===== src/rtl/dbus_arb.sv =====
// dbus_arb -- two-master arbiter in front of dbus_conn.
//
// Shares the single data-bus master port between the core load/store unit
// (m0) and the debug/DMA master (m1). In IDLE a requesting master is granted
// in the same cycle it asks, so single-cycle slaves add no latency. The grant
// is then held (BUSY) until the slave answers with s_resp or s_fault.
// Contention is settled by round-robin (RR_EN=1) or by a fixed priority where
// m1 wins (RR_EN=0). While excl is high, m0 cannot win a new grant. A
// transfer that is already running is not interrupted by excl.
//
// Ports
//   clk, rstn                  clock, asynchronous active-low reset
//   excl                       debug exclusive access: block new m0 grants
//   m0_req/addr/w_rb/acc/wdata m0 request and attributes, held until done
//   m0_resp, m0_fault          m0 completion / bus fault (1-cycle pulses)
//   m0_rdata                   read data (s_rdata, shared)
//   m1_*                       same set for the debug/DMA master
//   s_req/addr/w_rb/acc/wdata  to dbus_conn, attributes of the granted master
//   s_resp, s_rdata, s_fault   from dbus_conn
//   gnt                        current owner, 0=m0 1=m1 (debug visibility)
module dbus_arb #(
    parameter int RR_EN       = 1,
    parameter int XLEN        = 32,
    parameter int BUS_WIDTH   = 32,
    parameter int BUS_ACC_CNT = 4,
    parameter int ACC_W       = $clog2(BUS_ACC_CNT)
) (
    input  logic                 clk,
    input  logic                 rstn,
    input  logic                 excl,

    input  logic                 m0_req,
    input  logic [XLEN-1:0]      m0_addr,
    input  logic                 m0_w_rb,
    input  logic [ACC_W-1:0]     m0_acc,
    input  logic [BUS_WIDTH-1:0] m0_wdata,
    output logic                 m0_resp,
    output logic [BUS_WIDTH-1:0] m0_rdata,
    output logic                 m0_fault,

    input  logic                 m1_req,
    input  logic [XLEN-1:0]      m1_addr,
    input  logic                 m1_w_rb,
    input  logic [ACC_W-1:0]     m1_acc,
    input  logic [BUS_WIDTH-1:0] m1_wdata,
    output logic                 m1_resp,
    output logic [BUS_WIDTH-1:0] m1_rdata,
    output logic                 m1_fault,

    output logic                 s_req,
    output logic [XLEN-1:0]      s_addr,
    output logic                 s_w_rb,
    output logic [ACC_W-1:0]     s_acc,
    output logic [BUS_WIDTH-1:0] s_wdata,
    input  logic                 s_resp,
    input  logic [BUS_WIDTH-1:0] s_rdata,
    input  logic                 s_fault,

    output logic                 gnt
);

    typedef enum logic {IDLE, BUSY} state_t;

    state_t st;
    logic   owner;
    logic   last_gnt;

    logic   busy;
    logic   m0_elig;
    logic   m1_elig;
    logic   idle_valid;
    logic   idle_win;
    logic   sel;
    logic   xfer;
    logic   done_ok;
    logic   done_flt;

    assign busy    = (st == BUSY);
    assign m0_elig = m0_req & ~excl;
    assign m1_elig = m1_req;

    // On a tie the master that did not finish last wins under round-robin,
    // otherwise m1 always wins. With one eligible master, m1_elig alone
    // tells which one it is (and gives 0 when nobody is eligible).
    assign idle_valid = m0_elig | m1_elig;
    assign idle_win   = (m0_elig & m1_elig) ? ((RR_EN != 0) ? ~last_gnt : 1'b1)
                                            : m1_elig;

    assign sel = busy ? owner : idle_win;
    assign gnt = sel;

    // xfer marks a cycle in which the granted master owns the slave port;
    // in BUSY this stays true even if the owner illegally drops req, so the
    // arbiter still returns to IDLE on the slave's answer.
    assign xfer  = busy | idle_valid;
    assign s_req = busy ? (owner ? m1_req : m0_req) : idle_valid;

    assign s_addr  = sel ? m1_addr  : m0_addr;
    assign s_w_rb  = sel ? m1_w_rb  : m0_w_rb;
    assign s_acc   = sel ? m1_acc   : m0_acc;
    assign s_wdata = sel ? m1_wdata : m0_wdata;

    // A fault replaces the response, never both.
    assign done_ok  = xfer & s_resp & ~s_fault;
    assign done_flt = xfer & s_fault;

    assign m0_resp  = done_ok  & ~sel;
    assign m1_resp  = done_ok  &  sel;
    assign m0_fault = done_flt & ~sel;
    assign m1_fault = done_flt &  sel;

    assign m0_rdata = s_rdata;
    assign m1_rdata = s_rdata;

    // last_gnt resets to 1 so the first tie after reset goes to m0.
    always_ff @(posedge clk or negedge rstn) begin
        if (!rstn) begin
            st       <= IDLE;
            owner    <= 1'b0;
            last_gnt <= 1'b1;
        end else begin
            case (st)
                IDLE: begin
                    if (idle_valid) begin
                        if (s_resp || s_fault) begin
                            last_gnt <= idle_win;
                        end else begin
                            owner <= idle_win;
                            st    <= BUSY;
                        end
                    end
                end
                BUSY: begin
                    if (s_resp || s_fault) begin
                        last_gnt <= owner;
                        st       <= IDLE;
                    end
                end
                default: st <= IDLE;
            endcase
        end
    end

endmodule

===== config.mk =====
export PLATFORM = sky130hd
export DESIGN_NAME = dbus_arb
export DESIGN_NICKNAME = d
export VERILOG_FILES = /design/src/rtl/dbus_arb.sv
export SDC_FILE = /design/constraint.sdc
export NUM_CORES = 1
export LEC_CHECK = 0
export ABC_AREA = 0
export CAP_MARGIN = 10
export CORE_AREA = 2 2 122 124
export CTS_CLUSTER_SIZE = 25
export DETAILED_ROUTE_END_ITERATION = 10
export DIE_AREA = 0 0 124 126
export SETUP_SLACK_MARGIN = 0.3
export SLEW_MARGIN = 10
export SYNTH_ARGS = -nofsm -noshare
export SYNTH_HDL_FRONTEND = slang
export SYNTH_SLANG_ARGS = --single-unit

===== constraint.sdc =====
create_clock -name clk -period 3.5 [get_ports clk]
set_input_delay 0.525 -clock clk [delete_from_list [all_inputs] [get_ports clk]]
set_output_delay 0.525 -clock clk [all_outputs]
set_load 0.02 [all_outputs]

==> results of run 1 <==
## per-layer routing
layer / global-route usage / share of wire
met2: 0.1765 / 0.48
met4: 0.02512 / 0.014
met1: 0.1084 / 0.37
met5: 0 / 0
met3: 0.02763 / 0.13
## per-stage QoR
step	instances	power [mW]	instance area (um2)	utilization	setup WS [ps]
floorplan	164	0.5268	1788	-	1282
global placement	494	0.8018	3664	0.2559	265.4
detailed placement	494	0.8019	3664	0.2559	269.7
CTS	499	0.9985	3750	0.2620	345.0
global route	499	1.023	3760	0.2627	288.2
finish	499	0.9833	3760	0.2627	391.4
## what timing repair did
action | 4_1_cts | 5_1_grt
buffers inserted | 1 | 0
pin swaps | 1 | 0
gates resized for setup | 0 | 4
hold buffers | 0 | 0
endpoints found under the setup margin | 10 | 5
## cell usage after synthesis
| cell | count | share of area |
|---|---|---|
| and4b_1 | 1 | 0.0056 |
| nand3b_1 | 1 | 0.0042 |
| dfstp_2 | 1 | 0.015 |
| or3_1 | 1 | 0.0035 |
| nand2b_1 | 2 | 0.0070 |
| nor2b_1 | 1 | 0.0035 |
| buf_4 | 64 | 0.27 |
| nor2_1 | 2 | 0.0042 |
| buf_6 | 8 | 0.050 |
| and3_1 | 1 | 0.0035 |
| and2_1 | 1 | 0.0035 |
| dfrtp_1 | 2 | 0.028 |
| mux2_4 | 64 | 0.54 |
| o21ai_0 | 3 | 0.0084 |
| mux2_2 | 4 | 0.025 |
| nor3_1 | 1 | 0.0028 |
| a21oi_1 | 1 | 0.0028 |
| nor4b_2 | 1 | 0.0084 |
| a22o_1 | 2 | 0.0098 |
| nand2_1 | 2 | 0.0042 |
| nor3b_1 | 1 | 0.0042 |
## where the power goes
group,internal [mW],switching [mW],total [mW],leakage [nW]
sequential,0.0421,0.00452,0.0466,0.0347
clock,0.151,0.0330,0.184,0.0382
combinational,0.459,0.294,0.753,1.49
## sequential cells by signal, summed over array words and instances (netlist names)
| name | flops |
|---|---|
| last_gnt | 1 |
| busy | 1 |
| owner | 1 |
## final timing paths
path / startpoint / end
worst min-delay path: rstn / busy$_DFF_PN0_
worst max-delay path: m1_req / s_w_rb
worst max register to register: last_gnt$_DFFE_PN1P_ / last_gnt$_DFFE_PN1P_
max in group asynchronous: rstn / last_gnt$_DFFE_PN1P_
worst min register to register: owner$_DFFE_PN0P_ / owner$_DFFE_PN0P_
min in group clk: owner$_DFFE_PN0P_ / owner$_DFFE_PN0P_
## kinds of logic after synthesis
family                 after synthesis
flip-flops                           3
AO/OA/AOI/OAI                        6
buffers and inverters               72
AND/OR/NAND/NOR                     15
multiplexers                        68
## layout make-up
cell class	count	area, um2	area share
multi-input cells	89	1150	0.3058
clock buffers	4	78.83	0.02097
well taps	184	230.2	0.06123
repair buffers	219	2225	0.5917
flip-flops and latches	3	76.32	0.02030
==> summary.md, run 1 <==
| Metric | Value |
|---|---|
| Post-Synth Simple-Gate Area | `0.05458` |
| Synth Area in Compound Gates | `0.02099` |
| Pwr Density | `261.5 nW/um2` |
| Synth Area per Inst | `10.90 um2` |
| Syn nets | `337` |
| Congestion Overflow GR | `0` |
| Worst R2R Setup Slack | `2030 ps` |
| Initial DRT Pass Iterations | `4` |
| Routed len/inst | `17.28 um` |
| WP buf/inv | `3` |
| Die Width | `124 um` |
| Final Max Slew Viols | `0` |
| Post-route DRC | `0` |
| Worst-case reg-to-reg path depth | `4` |
| Max incr delay on CP | `540 ps` |
| Bufs on Longest Clock Path | `2` |
| IO buf count | `213` |
| Syn-to-layout area delta | `110.3%` |
| Final Hold Vio Count | `0` |
| CTS buffer count | `3` |
| Dpl hpwl | `7227 um` |
| Diode count | `0` |
| Critical Path Stages | `6` |
| Crit path launch type | `input pin` |
| Antenna violations before repair | `0` |
| Leading cell type in the layout, fill and taps excluded | `clkdlybuf4s50_1` |
| WL final | `8625 um` |
| Worst Setup End Kind | `output port` |
| Crit path time final | `3109 ps` |
| Worst Tran Pin Value | `300.8 ps` |
| Slowest-stage cell, CP | `clkdlybuf4s50_1` |
| Leak pwr | `1.566 nW` |
| Adder-cell share of the synthesized area | `0` |
| Post-synthesis sequential area ratio | `0.04269` |
| Crit-path max FO | `21` |
| Peak Freq | `321.7 MHz` |
| Routability cong. | `0.8050` |
| Die Area | `15620 um2` |
| Final hold slack | `481.2 ps` |
| Via-per-instance ratio | `3.507` |
| Rows | `44` |
| Initial core utilization | `0.1249` |
| Syn Inst Count | `164` |
| Starting DRT DRC Count | `66` |
| Critical path data required time | `2970 ps` |
| Proportion of synthesized area in mux cells | `0.5626` |
| Number of fill cells | `1490` |
| Crit path kind | `input pin to output port` |
| Ratio of cells with drive above 1 in the final layout | `0.2540` |
| Delay-heaviest family, CP | `buffers and inverters` |
| Worst Hold Class | `input pin to async pin` |
| Core Region | `14310 um2` |
| TNS Setup | `0 ps` |
| Clk Latency, worst-skew pair | `230 ps` |
| #FFs+latches synth | `3` |
| Largest family of logic cells by synthesized area | `multiplexers` |
| Synth Cell Area | `1788 um2` |
| Most used cell, CP | `clkdlybuf4s50_1` |
| CTS root buffer | `clkbuf_16` |
| Final nets | `489` |
| Status | `completed` |
| Max-slew headroom | `0.7988` |
| Gr usage total | `0.09663` |
| First-pass GRT wire length | `11390 um` |
| Peak supply drop | `0.2961 mV` |
| Cells along the critical path | `clkdlybuf4s50_1, nor2b_1, a22o_4, buf_12, mux2_2, clkdlybuf4s50_1` |
| Clk sinks | `3` |
| Post-route clock period utilization | `0.8882` |
| Via count | `1750` |
| Die H | `126 um` |
| H-tree depth | `1` |
| ANT nets after route | `0` |
| Yosys cell types | `21` |
| Largest net degree at the start of global routing | `22` |
| Clock-pin slew on the worst setup and hold paths | `30 ps` |
| CTS tree | `built` |
| Final setup fails | `0` |
| IO Pins | `310` |
| Commonest cells after routing, fill and taps aside | `clkdlybuf4s50_1, mux2_4, mux2_2, dlymetal6s2s_1` |
| Synth Area in XOR/XNOR | `0` |
| Synthesis Warnings | `0` |
| Vias in the first global route | `1949` |
| Critical path data arrival time | `2580 ps` |
| Max-cap violation count | `0` |
| RSZ-0062 raised after global routing | `yes` |
| Clk_skew | `3.321 ps` |
(Power assumes the default switching activity.)
==> run 2: changes to the inputs <==
CELL_PAD_IN_SITES_DETAIL_PLACEMENT = 0   (was default)
CELL_PAD_IN_SITES_GLOBAL_PLACEMENT = 1   (was default)
CORE_AREA = 2 2 120 122   (was 2 2 122 124)
DIE_AREA = 0 0 122 124   (was 0 0 124 126)
PLACE_DENSITY_LB_ADDON = 0.1   (was default)
==> summary.md, run 2 (synthesis results as in run 1) <==
| Metric | Value |
|---|---|
| Status | `completed` |
| ANT nets after route | `0` |
| Post-route clock period utilization | `0.8875` |
| Core Region | `13720 um2` |
| Routed len/inst | `17.08 um` |
| Worst setup path end | `s_addr[3]` |
| Hold-fix buffers, CTS | `0` |
| WL final | `8453 um` |
| Peak supply drop | `0.1369 mV` |
| Clock-pin slew on the worst setup and hold paths | `30 ps` |
| Number of fill cells | `1435` |
| Worst Setup End Kind | `output port` |
| Final Power | `0.9676 mW` |
| Final setup fails | `0` |
| Final nets | `489` |
| Final Hold Vio Count | `0` |
| Starting DRT DRC Count | `39` |
| Post-route DRC | `0` |
| Final core utilization | `0.2756` |
| Crit path kind | `input pin to output port` |
| Final Max Slew Viols | `0` |
| Storage cell area | `76.32 um2` |
| Rows | `43` |
| CTS buffer count | `3` |
| Clk_skew | `1.716 ps` |
| Worst reg2reg endpoint | `last_gnt$_DFFE_PN1P_` |
| Largest net degree at the start of global routing | `24` |
| Die Width | `122 um` |
| Worst Hold Class | `input pin to async pin` |
| RSZ-0062 raised after global routing | `yes` |
| CTS tree | `built` |
| Critical path data arrival time | `2580 ps` |
| Routability cong. | `0.6777` |
| Pwr Density | `255.9 nW/um2` |
| Bufs on Longest Clock Path | `2` |
| CTS root buffer | `clkbuf_16` |
| Worst flop-to-flop path startpoint | `last_gnt$_DFFE_PN1P_` |
| IO buf count | `213` |
| Via-per-instance ratio | `3.487` |
| Initial core utilization | `0.1303` |
| Crit-path max FO | `9` |
| Leak pwr | `1.593 nW` |
| Clk Latency, worst-skew pair | `220 ps` |
| Syn-to-layout area delta | `111.5%` |
| Max-slew headroom | `0.7901` |
| Placed instance count | `489` |
| Placed cell areas | `3651 um2` |
| Diode count | `0` |
| Die H | `124 um` |
| Via count | `1726` |
| Congestion Overflow GR | `0` |
| Worst-case reg-to-reg path depth | `3` |
| Commonest cells after routing, fill and taps aside | `clkdlybuf4s50_1, mux2_4, dlymetal6s2s_1` |
| Die Area | `15130 um2` |
| Area of the multi-input gates | `1150 um2` |
| IO Pins | `310` |
| Crit path launch type | `input pin` |
| Max-cap violation count | `0` |
| Leading cell type in the layout, fill and taps excluded | `clkdlybuf4s50_1` |
| Non-Filler Instances | `495` |
| Critical path data required time | `2970 ps` |
| Ratio of cells with drive above 1 in the final layout | `0.2540` |
| First-pass GRT wire length | `10610 um` |
| Crit path time final | `3106 ps` |
| Dpl hpwl | `7318 um` |
| Min setup slack post-route | `393.6 ps` |
| TNS Setup | `0 ps` |
| Final hold slack | `485.1 ps` |
| Gr usage total | `0.09510` |
| Worst Tran Pin Value | `313.8 ps` |
| Peak Freq | `321.9 MHz` |
| Fin area | `3781 um2` |
| Worst Setup SP | `m1_req` |
| H-tree depth | `1` |
| Clk sinks | `3` |
| Initial DRT Pass Iterations | `4` |
| Vias in the first global route | `1685` |
| Antenna violations before repair | `1` |
| Pre-CTS setup slack | `241.7 ps` |
| Worst R2R Setup Slack | `2180 ps` |
[run 2: changes by cell type in the layout (fill, tap and decap cells not counted), sizes merged]
cell	change
clkdlybuf4s50	-2
dlymetal6s2s	+2
buf	-1
clkbuf	+1
[run 2: how the worst min path moves through the flow]
| stage | from | end | slack [ps] | cells past startpoint |
|---|---|---|---|---|
| 6_report | rstn | owner$_DFFE_PN0P_ | 490 | 1 |
| 4_1_cts | rstn | owner$_DFFE_PN0P_ | 490 | 1 |
| 5_1_grt | rstn | owner$_DFFE_PN0P_ | 490 | 1 |
| 2_1_floorplan | rstn | busy$_DFF_PN0_ | 230 | 0 |
| 3_3_place_gp | owner$_DFFE_PN0P_ | owner$_DFFE_PN0P_ | 550 | 2 |
| 3_5_place_dp | owner$_DFFE_PN0P_ | owner$_DFFE_PN0P_ | 590 | 2 |
[run 2: layer usage]
layer,wire length [um],vias to the layer above,global-route usage,share of wire
met5,13,-,0,0.0015
met4,29,2,0.01652,0.0034
met3,1193,8,0.04258,0.14
met2,4379,128,0.1809,0.52
met1,2837,780,0.09670,0.34
li1,-,808,-,-
[run 2: power by group]
group | total, mW | internal, mW | switching, mW
logic | 0.739 | 0.462 | 0.277
registers | 0.0470 | 0.0421 | 0.00487
clock network | 0.182 | 0.150 | 0.0315
[run 2: repair_timing]
item / CTS / global route
endpoints found under the setup margin: 25 / 17
resized for setup: 1 / 6
pin swaps: 1 / 0
gates cloned: 0 / 1
buffers inserted: 1 / 0
[run 2: worst max-delay path, cell delays in order]
cell,delay (ps)
clkdlybuf4s50_1,530
nor2b_1,170
a22o_4,250
buf_6,220
mux2_4,310
clkdlybuf4s50_1,570
[run 2: cell type report]
type | count | share of cell area
multi-input cells | 89 | 0.3041
repair buffers | 219 | 0.5953
flip-flops and latches | 3 | 0.02019
clock buffers | 4 | 0.02085
well taps | 180 | 0.05956
==> run 3: changes to the inputs <==
CORE_AREA = 2 2 121 123   (was 2 2 120 122)
CTS_CLUSTER_DIAMETER = 30   (was default)
DIE_AREA = 0 0 123 125   (was 0 0 122 124)
DONT_BUFFER_PORTS = 1   (was default)
==> summary.md, run 3 (synthesis results as in run 1) <==
| Metric | Value |
|---|---|
| Bufs on Longest Clock Path | `2` |
| Critical path data arrival time | `2270 ps` |
| Leak pwr | `0.6741 nW` |
| Placed instance count | `278` |
| Routability cong. | `0.7029` |
| Diode count | `0` |
| ANT nets after route | `0` |
| Die Area | `15380 um2` |
| RSZ-0062 raised after global routing | `no` |
| CTS root buffer | `clkbuf_16` |
| Peak Freq | `357.2 MHz` |
| Crit path launch type | `flip-flop` |
| Post-route DRC | `0` |
| Slowest-stage cell, CP | `a22o_4` |
| First-pass GRT wire length | `6479 um` |
| Largest net degree at the start of global routing | `42` |
| Pwr Density | `395.0 nW/um2` |
| Initial DRT Pass Iterations | `3` |
| Gr usage total | `0.05610` |
| Rows | `44` |
| Ratio of cells with drive above 1 in the final layout | `0.7677` |
| WL final | `5158 um` |
| Leading cell type in the layout, fill and taps excluded | `mux2_4` |
| Final nets | `273` |
| Routed len/inst | `18.23 um` |
| Initial core utilization | `0.1259` |
| Worst Setup End Kind | `output port` |
| Worst Tran Pin Value | `758.3 ps` |
| Final Power | `0.6213 mW` |
| Dpl hpwl | `4569 um` |
| Clk_skew | `0.6169 ps` |
| Peak supply drop | `0.1917 mV` |
| Critical path data required time | `2970 ps` |
| Congestion Overflow GR | `0` |
| Via-per-instance ratio | `3.223` |
| Worst Hold Class | `input pin to async pin` |
| Clock-pin slew on the worst setup and hold paths | `30 ps` |
| Via count | `912` |
| Number of fill cells | `1621` |
| Final hold slack | `148.7 ps` |
| Post-route clock period utilization | `0.7999` |
| IO buf count | `0` |
| Core Region | `14200 um2` |
| Crit path kind | `flip-flop to output port` |
| Max-slew headroom | `0.4944` |
| IO Pins | `310` |
| Status | `completed` |
| H-tree depth | `1` |
| Hold-fix buffers, CTS | `1` |
| Cells along the critical path | `nor2b_1, a22o_4, buf_4, mux2_4` |
| Die Width | `123 um` |
| # resized after CTS | `0` |
| Max-cap violation count | `0` |
| Commonest cells after routing, fill and taps aside | `mux2_4, mux2_2, o21ai_0, clkbuf_16` |
| Antenna violations before repair | `0` |
| Max incr delay on CP | `630 ps` |
| Vias in the first global route | `1027` |
| Clk Latency, worst-skew pair | `220 ps` |
| Crit-path max FO | `41` |
| Starting DRT DRC Count | `22` |
| Non-Filler Instances | `283` |
| Final Hold Vio Count | `0` |
| CTS tree | `built` |
| Die H | `125 um` |
| CTS buffer count | `3` |
| TNS Setup | `0 ps` |
| Syn-to-layout area delta | `-12.04%` |
| Clk sinks | `3` |
| Crit path time final | `2800 ps` |
| Final Max Slew Viols | `0` |
| Final setup fails | `0` |
| Setup bufs post-CTS | `0` |
run 3: cell count changes in the layout (fill, tap and decap cells not counted), sizes merged:
cell / delta
clkdlybuf4s50: -207
buf: -3
dlymetal6s2s: -6
clkbuf: -1
dlygate4sd3: +1
run 3: path summary, 6_finish.rpt:
path	cells after the start	slack (ps)	start	endpoint
max	4	700	busy$_DFF_PN0_	s_addr[5]
min	0	150	rstn	last_gnt$_DFFE_PN1P_
max reg2reg	3	1920	last_gnt$_DFFE_PN1P_	last_gnt$_DFFE_PN1P_
min reg2reg	2	540	owner$_DFFE_PN0P_	owner$_DFFE_PN0P_
max in group asynchronous	1	2830	rstn	busy$_DFF_PN0_
min in group clk	1	370	s_fault	busy$_DFF_PN0_
run 3: power breakdown:
group | leakage [nW] | switching (mW) | total (mW) | internal [mW]
Sequential | 0.0347 | 0.00454 | 0.0467 | 0.0422
Clock | 0.0382 | 0.0298 | 0.180 | 0.150
Combinational | 0.601 | 0.222 | 0.395 | 0.172
Total | 0.674 | 0.256 | 0.621 | 0.365
run 3: critical path: cells and delay by family (launching register included):
family,cells,cell delay (ps)
AO/OA/AOI/OAI,1,630
flip-flops,1,420
buffers and inverters,1,410
multiplexers,1,380
AND/OR/NAND/NOR,1,160
run 3: area by class of cell:
type,count,area [um2],area share
multi-input cells,89,1150,0.7311
well taps,184,230.2,0.1464
clock buffers,4,78.83,0.05012
flip-flops and latches,3,76.32,0.04853
repair buffers,3,37.54,0.02387
run 3: routing by layer:
layer	part of all wire	vias up	track usage
li1	-	376	-
met1	0.27	405	0.04742
met2	0.57	120	0.1157
met3	0.15	11	0.02418
met4	0.0062	0	0.01270
met5	0	-	0
run 3: per-stage QoR:
stage	setup slack, ps	utilization	instance area, um2
2_1_floorplan	1282	-	1788
3_3_place_gp	817.2	0.1045	1484
3_5_place_dp	821.7	0.1045	1484
4_1_cts	672.7	0.1107	1573
5_1_grt	541.5	0.1107	1573
6_report	700.4	0.1107	1573
